===== config.mk =====
export PLATFORM = sky130hd
export DESIGN_NAME = echo_delay_ctrl
export DESIGN_NICKNAME = d
export VERILOG_FILES = /design/src/rtl/echo_delay_ctrl.sv
export SDC_FILE = /design/constraint.sdc
export NUM_CORES = 1
export LEC_CHECK = 0
export BUFFER_PORTS_ARGS = -buffer_cell sky130_fd_sc_hd__clkbuf_2
export CORE_ASPECT_RATIO = 0.5
export CORE_MARGIN = 2
export CORE_UTILIZATION = 60
export DETAILED_ROUTE_END_ITERATION = 8
export PLACE_DENSITY = 0.81
export SLEW_MARGIN = 10
export SYNTH_ARGS = -nofsm -noshare
export SYNTH_HDL_FRONTEND = slang
export SYNTH_SLANG_ARGS = --single-unit

===== constraint.sdc =====
create_clock -name clk -period 19.5 [get_ports clk]
set_input_delay 0.975 -clock clk [delete_from_list [all_inputs] [get_ports clk]]
set_output_delay 0.975 -clock clk [all_outputs]
set_load 0.005 [all_outputs]

===== src/rtl/echo_delay_ctrl.sv =====
// Echo/feedback delay engine: one read-modify-write on a circular SPRAM buffer per sample.
// Define ECHO_CLEAR_EN to zero the whole buffer after every reset before accepting samples.
module echo_delay_ctrl #(
    parameter int DATALEN = 16,
    parameter int ADDRLEN = 16,
    parameter int FBLEN   = 8
) (
    input  logic               clk,
    input  logic               resetn,
    input  logic               sample_valid,
    input  logic [DATALEN-1:0] sample_in,
    input  logic [ADDRLEN-1:0] delay,
    input  logic [FBLEN-1:0]   feedback,
    output logic [DATALEN-1:0] sample_out,
    output logic               out_valid,
    output logic               busy,
    output logic               overrun,
    output logic [ADDRLEN-1:0] mem_addr,
    output logic [DATALEN-1:0] mem_datain,
    input  logic [DATALEN-1:0] mem_dataout,
    output logic               mem_wren
);

    localparam int PW = DATALEN + FBLEN + 1;

    typedef enum logic [2:0] {
        S_IDLE,
        S_READ,
        S_WAIT,
        S_MIX,
`ifdef ECHO_CLEAR_EN
        S_CLEAR,
`endif
        S_WRITE
    } state_t;

    state_t r_state, w_next;

    logic [ADDRLEN-1:0] r_ptr, r_delay;
    logic [DATALEN-1:0] r_sample, r_dly, r_mix, r_sample_out;
    logic [FBLEN-1:0]   r_fb;
    logic               r_out_valid, r_overrun;
`ifdef ECHO_CLEAR_EN
    logic [ADDRLEN-1:0] r_clr_addr;
`endif

    logic signed [PW-1:0]        w_prod, w_shift;
    logic        [DATALEN+1:0]   w_sum;
    logic        [DATALEN-1:0]   w_mix;
    logic        [ADDRLEN:0]     w_ptr_inc;
    logic        [ADDRLEN-1:0]   w_next_ptr;

    // Signed sample times zero-extended gain, both widened so the product is exact.
    assign w_prod  = $signed({{(FBLEN+1){r_dly[DATALEN-1]}}, r_dly}) *
                     $signed({{(DATALEN+1){1'b0}}, r_fb});
    assign w_shift = w_prod >>> FBLEN;
    assign w_sum   = {{2{r_sample[DATALEN-1]}}, r_sample} + w_shift[DATALEN+1:0];

    always_comb begin
        w_mix = w_sum[DATALEN-1:0];
        if (w_sum[DATALEN+1:DATALEN-1] != '0 && w_sum[DATALEN+1:DATALEN-1] != '1)
            w_mix = w_sum[DATALEN+1] ? {1'b1, {(DATALEN-1){1'b0}}}
                                     : {1'b0, {(DATALEN-1){1'b1}}};
    end

    // Comparing ptr+1 against delay folds the delay=0 case into "wrap to 0".
    assign w_ptr_inc  = {1'b0, r_ptr} + 1'b1;
    assign w_next_ptr = (w_ptr_inc >= {1'b0, r_delay}) ? '0 : w_ptr_inc[ADDRLEN-1:0];

    always_ff @(posedge clk or negedge resetn) begin
        if (!resetn) begin
`ifdef ECHO_CLEAR_EN
            r_state <= S_CLEAR;
`else
            r_state <= S_IDLE;
`endif
        end else begin
            r_state <= w_next;
        end
    end

    always_comb begin
        w_next     = r_state;
        mem_addr   = r_ptr;
        mem_datain = '0;
        mem_wren   = 1'b0;
        case (r_state)
            S_IDLE:  if (sample_valid) w_next = S_READ;
            S_READ:  w_next = S_WAIT;
            S_WAIT:  w_next = S_MIX;
            S_MIX:   w_next = S_WRITE;
            S_WRITE: begin
                mem_datain = r_mix;
                mem_wren   = 1'b1;
                w_next     = S_IDLE;
            end
`ifdef ECHO_CLEAR_EN
            S_CLEAR: begin
                mem_addr = r_clr_addr;
                mem_wren = 1'b1;
                if (r_clr_addr == '1) w_next = S_IDLE;
            end
`endif
            default: w_next = S_IDLE;
        endcase
    end

    always_ff @(posedge clk or negedge resetn) begin
        if (!resetn) begin
            r_ptr        <= '0;
            r_delay      <= '0;
            r_sample     <= '0;
            r_fb         <= '0;
            r_dly        <= '0;
            r_mix        <= '0;
            r_sample_out <= '0;
            r_out_valid  <= 1'b0;
            r_overrun    <= 1'b0;
`ifdef ECHO_CLEAR_EN
            r_clr_addr   <= '0;
`endif
        end else begin
            r_out_valid <= 1'b0;
            if (sample_valid && r_state != S_IDLE) r_overrun <= 1'b1;
            case (r_state)
                S_IDLE: if (sample_valid) begin
                    r_sample <= sample_in;
                    r_delay  <= delay;
                    r_fb     <= feedback;
                end
                S_WAIT:  r_dly <= mem_dataout;
                S_MIX:   r_mix <= w_mix;
                S_WRITE: begin
                    r_sample_out <= r_mix;
                    r_out_valid  <= 1'b1;
                    r_ptr        <= w_next_ptr;
                end
`ifdef ECHO_CLEAR_EN
                S_CLEAR: r_clr_addr <= r_clr_addr + 1'b1;
`endif
                default: ;
            endcase
        end
    end

    assign sample_out = r_sample_out;
    assign out_valid  = r_out_valid;
    assign overrun    = r_overrun;
    assign busy       = (r_state != S_IDLE);

endmodule


# Word level (Yosys, flattened, before mapping)
# Cells that the tools add are included.
# Widths: inputs -> output; s select.
# totals
regBits	109
# op_classes
add_sub_neg	2
n_eq_ne	6
mul	1
muxes	7
magnitude_cmp	1
n_reduce_logical	6
# op_table
operator	count
$mux 16	4
$mul 16x9->25	1
$add 16x17->18	1
$add 16x1->17 const B	1
$ge 17x16->1	1
$pmux 3 s4	1
$eq 3x2->1 const B	2
$reduce_bool 3->1	2
$eq 3x1->1 const B	1
$eq 3x3->1 const B	1
$logic_not 3->1	1
$mux 3	1
$ne 3x3->1 const B	1
$logic_and 1x1->1	2
$ne 2x2->1 const B	1
$reduce_and 2->1	1
$mux 1	1

# Longest topological paths before layout
# Gate-level depths: netlist (run 1).
# logic_depth
word_depth	5
mapped_depth	30
ltp_nobuf	28

# Worst setup path after synthesis (run 1)
# Ideal clock, no wire load.
# synth_path
path_kind	reg-to-reg
startpoint	register r_fb[2]
endpoint	register r_mix[10]
path_stages_with_launch	28
setup_ns	0.074
arrival_time_ns	6.504
synth_period_minus_slack_ns	6.578
slack_ns	12.922
path_cell_list	dfrtp_1 clkbuf_1 nand2_1 fa_1 inv_1 fa_1 inv_1 fa_1 inv_1 fa_1 ha_1 a21oi_1 nand2_1 o21a_1 o211a_1 o21ai_0 nand2_1 xor2_1 ha_1 a21o_1 a2111oi_4 a21oi_2 o311ai_1 a311oi_1 or2_1 a21o_1 buf_6 o21ai_2
# synth_via
elab_chain_cells	5
word_cells_on_any_way	7
cone_classes	add/sub (1); mul (1); eq/ne (1); mux (2); reduce/logical (2)
# synth_lines
item	line_no	source
from (decl)	41	logic [FBLEN-1:0] r_fb;
from (signal assigned)	129	r_fb <= feedback;
$mul 16x9->25 (*)	54	assign w_prod = $signed({{(FBLEN+1){r_dly[DATALEN-1]}}, r_dly}) *
$add 16x17->18 (*)	57	assign w_sum = {{2{r_sample[DATALEN-1]}}, r_sample} + w_shift[DATALEN+1:0];
$ne 3x3->1 or $reduce_bool 3->1 (tied branches)	61	if (w_sum[DATALEN+1:DATALEN-1] != '0 && w_sum[DATALEN+1:DATALEN-1] != '1)
$logic_and 1x1->1	61	
$mux 16 (*)	61	
to (signal assigned)	132	S_MIX: r_mix <= w_mix;
to (decl)	40	logic [DATALEN-1:0] r_sample, r_dly, r_mix, r_sample_out;
# Mark *: on every way between the ends. The rest lies on a longest branch, timed or not.
# A chain may end at the register's enable or synchronous reset.

# Final worst setup path (run 1)
# layout_path
startpoint	register r_fb[2]
endpoint	register r_mix[2]
# The elaborated chain is that of the path after synthesis.

==> summary.md, run 1 <==
The number of register bits inferred by synthesis was 109. The logs give 0.268 for the overall global routing resource usage and 17900 um for the detailed placer's ending HPWL. For this design, the slowest cell found on the critical path is dfrtp_1. For the number of I/O pins, the log shows 111. The number of enable-type register cells in the synthesized netlist was 0; the multi-input logic area was 6560 um^2. The final instance area is 11100 um^2.

The die area was 17900 um^2. Across all register-to-register paths, the minimum setup slack is 12.10 ns. The cell that appears most often on the critical path is fa_1.

The top cell types in the final layout, fill and taps aside, are inv_1, nand2_1, clkbuf_2, dfrtp_1, fa_1. The worst setup path is captured at a flip-flop. The clock transition time at the flip-flop clock pins of the worst setup and hold paths is 0.09 ns, and the number of global-route vias before repair is 7729. Measured in cells, the most critical reg-to-reg path has a length of 25. The later-pin clock latency in the skew report was 0.35 ns; the number of max-slew violations in the final report was 0. Initial antenna violation count: 0. The floorplan step set the die width to 187 um. The vertical extent of the die is 95.5 um, and the number of buffers added for setup after CTS is 0. Worst hold path startpoint: overrun. At the end of routability-driven placement, the weighted congestion stood at 0.909. After the last flow step, the layout net total stands at 1394.

No sink is reached through more buffers than the 2 on the longest clock path. Row generation in the floorplan step produced 33 rows. The library cell used as clock root buffer is clkbuf_16. Cell type contributing the most total cell area after synthesis: dfrtp_1. The tools report the launching point of the worst reg2reg path as r_fb[2]. Capturing element of the worst setup path: r_mix[2]. The detailed router finished its first iteration with 457 violations. The tools report the largest net degree at the start of global routing as 69. TritonCTS built the clock tree. Once detail routing completed, the nets flagged for antenna violations numbered 0. The layout filler cell count came out at 1273. Setup repair after global routing left no endpoint under its margin. The flow ran to the end, and the final reports show no timing, DRC or antenna violations.

Largest fanout of any net on the critical path: 17. Initial cell density of the core: 0.613. The worst setup path is launched from a flip-flop. For the first-pass detailed-route iteration total, the log shows 6. The number of I/O port buffers was 110; the cell count after synthesis was 1064. STA puts the critical path data required time at 19.72 ns. The tools report the total number of vias as 7634. The routed design has 22500 um of wire.

When the netlist entered floorplanning its net count stood at 1306. After clock tree synthesis, the repair step resized 0 gates. TritonCTS created 9 clock buffers. Number of DRC violations after detailed routing: 0. Counting distinct cell types in the post-synthesis netlist gives 54. The endpoint identified for the worst register-to-register timing path is r_mix[2]. The post-synthesis area per instance works out to 9.45 um^2.

Adding up every negative setup slack in the final design gives 0 ns. The tools report the register area share after synthesis as 0.271. The startpoint of the most critical setup path was r_fb[2].

The clock skew after layout came out at 0.00948 ns. Part of the cycle the worst path needs: 0.379. Yosys printed 0 warnings. In this run the worst hold path is classified as flip-flop to flip-flop. For the mapped cell area, the log shows 10100 um^2. Registers take 2730 um^2.

For this design, the CTS-stage hold fixing added 0 buffers. The area of the core region was 16400 um^2. The repair_antennas step left the layout with diodes totalling 0.

The library cell used most frequently in the layout, excluding fill and tap cells, is inv_1. The share of Yosys cell area claimed by the top area cell type is 0.271, and the number of vias per cell is 5.52. The area growth from synthesis to layout works out to 10.3%. Across the run, the number of max-cap violations was 0. By area the synthesized netlist is led by dfrtp_1, fa_1, ha_1.

The logs give 7.62 ns for the worst endpoint data arrival time and 10800 um^2 for the instance area after placement. The pin slew with the least headroom to its limit works out to 1.01 ns. The startpoint-to-endpoint class of the critical path is flip-flop to flip-flop. The proportion of layout cells with a drive suffix above 1 came out at 0.167. After detailed routing, the average wire length per cell comes to 16.3 um. The total number of H-tree levels is 3, and the total number of clock tree sinks is 109.

The fraction of registers with async set or reset after synthesis is 1.00, and the highest achievable clock rate is 0.135 GHz. The total congestion overflow is 0, and the global-route wire length before repair is 38100 um. The final number of hold-violating endpoints is 0, and the clock period minus worst slack is 7.40 ns. Max-slew headroom at the worst pin: 0.323. The commonest register cell after synthesis is dfrtp_1. Setup violations remaining at the end of the flow were counted as 0.

For this run, the slowest stage of the critical path takes 0.66 ns.
critical path, delay by kind of cell, from the launching register on:
kind | cells | cell delay, ns
buffers and inverters | 3 | 0.16
adder cells (fa/ha/maj) | 6 | 2.80
AO/OA/AOI/OAI | 10 | 2.81
flip-flops | 1 | 0.66
AND/OR/NAND/NOR | 6 | 0.83
sequential cells by signal (all words and copies together) (netlist names):
signal      flops
mem_addr       16
out_valid       1
overrun         1
r_delay        16
r_dly          16
r_fb            8
r_mix          16
r_sample       16
r_state         3
sample_out     16
cell families after synthesis:
kind of cell / synth area share
compound gates: 0.112
simple gates: 0.153
mux: 0.0470
xor+xnor: 0.0349
flops: 0.271
fa+ha+maj: 0.304
buf+inv: 0.0777
routing by layer:
layer / GRT usage / part of all wire / wire length (um) / vias to the layer above
li1: - / - / - / 3625
met1: 0.372 / 0.47 / 10500 / 3744
met2: 0.442 / 0.45 / 10200 / 235
met3: 0.0497 / 0.064 / 1450 / 30
met4: 0.0648 / 0.017 / 388 / 0
met5: 0 / 0 / 0 / -
worst min-delay path by stage:
stage	slack, ns	end	cells past startpoint
final	0.47	overrun	1
after global routing	0.50	overrun	1
after CTS	0.47	overrun	1
after detailed placement	0.45	overrun	1
after global placement	0.44	overrun	1
after floorplan	0.44	r_mix[15]	2
cell usage after synthesis, types with 10 or more instances:
library cell and number:
dfrtp_1 109, nor3_1 16, mux2_2 42, nor2_1 38
clkbuf_1 30, fa_1 102, o21a_1 10, xor2_1 13
and2_1 64, o21ai_0 47, nand3_1 15, a21o_1 29
a21oi_1 30, nand2_1 131, and3_1 28, xnor2_1 27
o21ai_2 10, inv_1 168, ha_1 81
stage by stage:
stage | setup WS (ns) | instances | hold slack, ns | util
after detailed placement | 12.11 | 1368 | 0.449 | 0.658
after global placement | 12.35 | 1368 | 0.441 | 0.658
after floorplan | 12.92 | 1064 | 0.438 | -
after CTS | 12.14 | 1384 | 0.469 | 0.677
after global routing | 11.49 | 1384 | 0.496 | 0.677
final | 12.10 | 1384 | 0.466 | 0.677
cell type report:
class	instances	area share
inverters	168	0.0569
well taps	227	0.0256
multi-input cells	750	0.591
flip-flops and latches	109	0.246
repair buffers	114	0.0526
clock buffers	9	0.0203
clock inverters	7	0.00756
Power of run 1 is not shown: default switching activity piles up to over one toggle a cycle in this logic, so the estimate is an artifact.
==> run 2, diff against run 1 <==
CORE_UTILIZATION = 55   (was 60)
PLACE_DENSITY = 0.79   (was 0.81)
clock period = 6.2 ns   (was 19.5 ns; I/O delays follow)
==> summary.md, run 2 (synthesis results as in run 1) <==
The total congestion overflow was 0. Initial antenna violation count: 0. The flow ran to the end, but the final reports show violations. The run gives 0.0226 ns as the clock skew after layout. Routability-driven placement finished with a final weighted congestion of 0.944.

The overall global routing resource usage is 0.296. The final reports fail on negative setup slack. The run gives 109 as the total number of clock tree sinks. The startpoint kind of the worst setup timing path was a flip-flop. The max-slew headroom at the worst pin was 0.330; the area of all sequential standard cells was 2740 um^2. Row generation in the floorplan step produced 34 rows. The largest individual stage delay along the critical path comes from the cell fa_1. The die is 195 um wide. The top cell types in the final layout, fill and taps aside, are inv_1, buf_4, nand2_1, clkbuf_2, dfrtp_1. The number of nets still failing antenna checks after routing is 0.

In this run the critical register-to-register path is launched from r_fb[2]. For the later-pin clock latency in the skew report, the log shows 0.38 ns. For the detailed placer's ending HPWL, the log shows 19800 um. The part of the cycle the worst path needs was 1.05; the worst endpoint data arrival time was 6.77 ns. The worst hold path depth works out to 3. The number of I/O port buffers was 110. Library cell used as clock root buffer: clkbuf_16.

Setup repair after global routing could not meet its margin everywhere. The routed design has 28500 um of wire. The tools report the final number of hold-violating endpoints as 0. STA classifies the critical path endpoint as a flip-flop. The run gives -0.31 ns as the setup slack of the most critical reg-to-reg path. The first TritonRoute pass finished after 4 iterations. The depth of the worst register-to-register path was 28. Hold is met by 0.142 ns. The number of endpoints failing setup at the final stage was 16; the number of vias per cell was 5.65. After clock tree synthesis, the clock-pin slew on the worst setup and hold paths is 0.08 ns. The final cell utilization of the core was 0.732. In this run the critical register-to-register path is captured at r_mix[5]. The total number of vias was 8773. The number of nets in the finished design came out at 1556. From synthesis to final layout, the design area changed by 28.2%. The run gives 3 as the total number of H-tree levels. For the die area, the log shows 19400 um^2. The hold-critical path endpoint was r_delay[6]. Excluding fillers, the count of instances in the completed layout stands at 1553. The cell that appears most often on the critical path is fa_1. The startpoint identified for the worst hold timing path is delay[6]. The pin slew with the least headroom to its limit was 1.00 ns; the number of maximum-capacitance constraint violations was 0. For the antenna diode instance count, the log shows 0. Along the worst path, the maximum fanout reaches 7.

The routed wirelength normalized by instance count was 18.4 um. TritonCTS built the clock tree. For the layout filler cell count, the log shows 1123. The data required time at the worst endpoint was 6.46 ns. After floorplanning, the core was sized to cover 17600 um^2. The min-delay analysis places its worst path in the category primary input to flip-flop. Measured along the y axis, the die boundary spans 99.6 um. For this design the top-level I/O count stands at 111.

Number of DRC violations after detailed routing: 0. The highest achievable clock rate is 0.154 GHz. The largest single stage delay on the critical path is 0.58 ns.

The first global-routing pass estimated 45100 um of wire. Startpoint-to-endpoint class of the critical path: flip-flop to flip-flop. The number of max-slew violations in the final report came out at 0. The TritonCTS buffer count is 9, and the initial cell density of the core is 0.571.

The largest net degree at the start of global routing was 74. The clock period minus worst slack is 6.51 ns. The multi-input logic area is 7020 um^2, and the deepest clock path buffer count is 2. The library cell used most frequently in the layout, excluding fill and tap cells, is inv_1. The proportion of layout cells with a drive suffix above 1 was 0.340; the total instance count after detailed placement was 1499.

The run gives 489 as the number of DRC violations after detailed-routing iteration 0. The number of global-route vias before repair is 9183, and the setup slack of the critical path after layout is -0.305 ns.
==> run 2: cell count changes in the layout (fill, tap and decap cells not counted), moves of 8 or more <==
cell     change
a21oi_1      -9
buf_4      +144
buf_6       +12
ha_1        -12
ha_4         +9
inv_1        -8
inv_2        +8
nand2_1      -9
nor2_1      -12
nor2_2      +11
o21ai_0      -9
o21ai_2     +10
==> run 2: critical path: cells and delay by family, from the launching register on <==
family	cells	cell delay, ns
adders and majority gates	6	2.81
AOI/OAI and AO/OA	7	1.24
buffers and inverters	9	1.04
and+or+nand+nor	6	0.88
DFF	1	0.41
==> run 2: routing by layer <==
layer  GRT usage  routed length, um  share of wire
met1       0.363              11500           0.40
met2       0.511              13500           0.47
met3      0.0614               2020          0.071
met4       0.133               1500          0.053
met5           0                  0              0
==> run 2: how the worst max path moves through the flow <==
stage	start	endpoint	slack (ns)	depth (start not counted)
4_1_cts	r_fb[5]	r_mix[3]	-0.15	27
3_3_place_gp	r_fb[2]	r_mix[2]	-0.41	26
5_1_grt	r_fb[2]	r_mix[5]	-0.52	29
6_report	r_fb[2]	r_mix[5]	-0.31	28
3_5_place_dp	r_fb[2]	r_mix[0]	-0.56	27
2_1_floorplan	r_fb[2]	r_mix[10]	0.003	28
==> run 2: cell type report <==
cell class / instances / share of cell area
Clock buffer: 11 / 0.0196
Clock inverter: 5 / 0.00582
Inverter: 168 / 0.0489
Multi-Input combinational cell: 750 / 0.545
Sequential cell: 109 / 0.212
Tap cell: 234 / 0.0227
Timing Repair Buffer: 276 / 0.146
==> run 2: repair_timing <==
item | CTS | global route
cloned | 2 | 1
setup buffers | 22 | 14
hold buffers | 1 | 0
pin swaps | 41 | 36
resized for setup | 59 | 59
setup endpoints to repair | 16 | 16
endpoints found under the hold margin | 36 | 0
==> run 2: metrics by stage <==
stage	setup slack [ns]	area [um^2]	setup TNS [ns]
3_3_place_gp	-0.413	11800	-6.00
5_1_grt	-0.522	12900	-7.82
2_1_floorplan	0.00300	10200	0
6_report	-0.305	12900	-4.09
4_1_cts	-0.150	12500	-2.01
3_5_place_dp	-0.559	11800	-8.15
Power of run 2 is left out for the same reason.
==> run 3, diff against run 2 <==
ABC_AREA = 1   (was unset)
PLACE_DENSITY = 0.78   (was 0.79)
==> summary.md, run 3 <==
Entering global routing, the biggest net connects 82 pins. Once routing completed, OpenROAD measured the worst setup slack at 0.276 ns. The register area share after synthesis was 0.246.

The commonest cells after synthesis are nand2_1, inv_1, dfrtp_1. The total instance count after detailed placement was 1761. The simple-gate area share of the yosys netlist came out at 0.218. In this run the remaining antenna-violating nets after routing total 0. Setup violations remaining at the end of the flow were counted as 0. The highest achievable clock rate was 0.169 GHz; the number of I/O port buffers was 110. The area growth from synthesis to layout is 13.1%, and the synthesized net count is 1666. After global routing the overflow that remains totals 0. The vertical extent of the die works out to 104 um. The number of vias per cell is 5.12, and the number of register bits inferred by synthesis is 109. Row generation in the floorplan step produced 36 rows. By area the synthesized netlist is led by dfrtp_1, fa_1, nand2_1. After synthesis, the netlist uses 43 different library cells. The dominant delay contributor by cell family on the critical path was adder cells.

The worst setup slack after placement is -0.0337 ns, and the cell count after synthesis is 1424. The share of Yosys cell area claimed by the top area cell type came out at 0.246. The largest fanout of any net on the critical path came out at 15. The worst setup path is captured at a flip-flop. The logs give 0.256 for the overall global routing resource usage and 44200 um for the global-route wire length before repair.

Commonest register cell after synthesis: dfrtp_1. The logs give 5 for the first-pass detailed-route iteration total and 0 for the final number of hold-violating endpoints. Adder and majority gate portion of the synthesized area: 0.275.

Cell repeated most along the worst path: nand2_1. The region available for standard cell placement spans 19600 um^2. The multiplexer share of the synthesized area is 0.0416, and the worst hold-check slack is 0.161 ns.

Clock tree synthesis found a total of 109 sinks. The clock reaches the later pin of the worst-skew pair after 0.38 ns. During I/O placement, the number of pins put on the boundary was 111. The tools report the number of non-filler instances in the completed layout as 1789. Measured along the x axis, the die boundary spans 205 um. For the number of synthesis warnings, the log shows 0. The number of global-route vias before repair is 9177, and the clock transition time at the flip-flop clock pins of the worst setup and hold paths is 0.08 ns.

The post-synthesis compound-gate area fraction was 0.0584. The pin slew with the least headroom to its limit is 0.830 ns. The number of max-slew violations in the final report came out at 0. After the first detailed-routing iteration, the DRC count stood at 572. The master of the slowest instance on the critical path was fa_1. Data on the critical path arrives at its endpoint at 6.18 ns. The layout filler cell count came out at 1712. Library cell used as clock root buffer: clkbuf_16. The worst setup path is launched from a flip-flop. The logs give 0 for the initial antenna violation count and 9156 for the total number of vias. The min-delay analysis places its worst path in the category primary input to flip-flop.

The tools report the total number of H-tree levels as 3. The TritonCTS buffer count was 9. The tools report the antenna diode instance count as 0. The met3 routing resource usage after global routing is 0.0435, and the delay of the slowest cell on the worst path is 0.57 ns. Summing every instance area after synthesis gives 11100 um^2. For this block, the routed nets add up to 26100 um of wire. The most crowded layer after global routing is met2. The part of the cycle the worst path needs was 0.956. The clock period minus worst slack is 5.92 ns. The tools report the global routing met1 resource utilization as 0.355. The run gives 20400 um as the detailed placer's ending HPWL. The number of DRC violations after detailed routing was 0; the number of maximum-capacitance constraint violations was 0. The proportion of layout cells with a drive suffix above 1 came out at 0.200.

In the layout the commonest cells are nand2_1, inv_1, clkbuf_2, dfrtp_1, fa_1. The fraction of registers with async set or reset after synthesis was 1.00. The critical path is of the flip-flop to flip-flop type. Of all cell types, the one taking the most synthesized area is dfrtp_1. STA puts the critical path data required time at 6.46 ns.

In this run the mean area of a mapped cell was 7.80 um^2. The tools report the last weighted congestion value of the routability-driven placer as 0.901. The run finished with clean final reports. By instance count, the leading cell after synthesis is nand2_1. For the final database, setup skew stands at 0.0104 ns. The initial cell density of the core came out at 0.565. After detailed routing, the average wire length per cell comes to 14.6 um. The tools report the number of nets in the finished design as 1760.

The tools report the global routing met2 resource utilization as 0.424. Leaving out fill and tap cells, the most frequent cell in the layout is nand2_1. Yosys mapped a number of flops with a built-in enable equal to 0. The floorplan step defined a die boundary enclosing 21400 um^2. For the max-slew headroom at the worst pin, the log shows 0.447. TritonCTS built the clock tree. The longest clock path from root to sink contains 2 buffers. By area, the combinational part of the netlist is dominated by adder cells. The critical path contains buffers and inverters numbering 7 combined. The area share of xor/xnor cells in the synthesized design works out to 0.0292.
run 3: cell count changes after synthesis, moves of 14 or more:
cell / delta
a21oi_1: +29
inv_1: +153
nand2_2: +19
nand4_1: +27
a21o_1: -27
o21ai_0: -18
and3_1: -27
xor2_1: +14
nand3_1: +20
xnor2_1: -17
nor2_1: +60
nand2_1: +215
and2_1: -64
run 3: worst paths after layout:
path	from	to	slack [ns]	depth (start not counted)
max in group asynchronous	resetn	r_delay[7]	4.42	3
min in group asynchronous	resetn	r_dly[7]	0.49	2
min	delay[0]	r_delay[0]	0.16	2
min reg2reg	overrun	overrun	0.47	1
max	r_fb[5]	r_mix[5]	0.28	31
max reg2reg	r_fb[5]	r_mix[5]	0.28	31
run 3: final cells by class:
cell class | count | area (um^2) | share of cell area
inverter | 325 | 1220 | 0.0971
timing repair buffer | 134 | 743 | 0.0592
clock inverter | 7 | 83.8 | 0.00667
sequential | 109 | 2740 | 0.218
multi-input combinational | 939 | 7210 | 0.574
tap | 266 | 333 | 0.0265
clock buffer | 9 | 225 | 0.0179
run 3: stage by stage:
stage	utilization	TNS, ns	cell area, um^2
2_1_floorplan	-	0	11100
3_3_place_gp	0.603	0	11800
3_5_place_dp	0.603	-0.276	11800
4_1_cts	0.620	0	12200
5_1_grt	0.640	-0.647	12600
6_report	0.640	0	12600
run 3: kinds of logic after synthesis:
group,after synthesis
muxes,41
DFF,109
adders and majority gates,183
xor gates and xnor gates,37
and+or+nand+nor,565
buffers and inverters,376
AOI/OAI and AO/OA,113
run 3: metal layers:
metal,vias up,wire length [um]
met5,-,0
met4,0,401
met3,38,1260
met2,217,12100
met1,4409,12300
li1,4492,-
run 3: what timing repair did:
action / CTS / global route
hold buffers: 1 / 0
pin swaps: 0 / 6
gates cloned: 0 / 0
resized for setup: 2 / 75
hold endpoints to repair: 43 / 0
endpoints found under the setup margin: 15 / 16
setup buffers: 0 / 11
Power of run 3 is left out for the same reason.
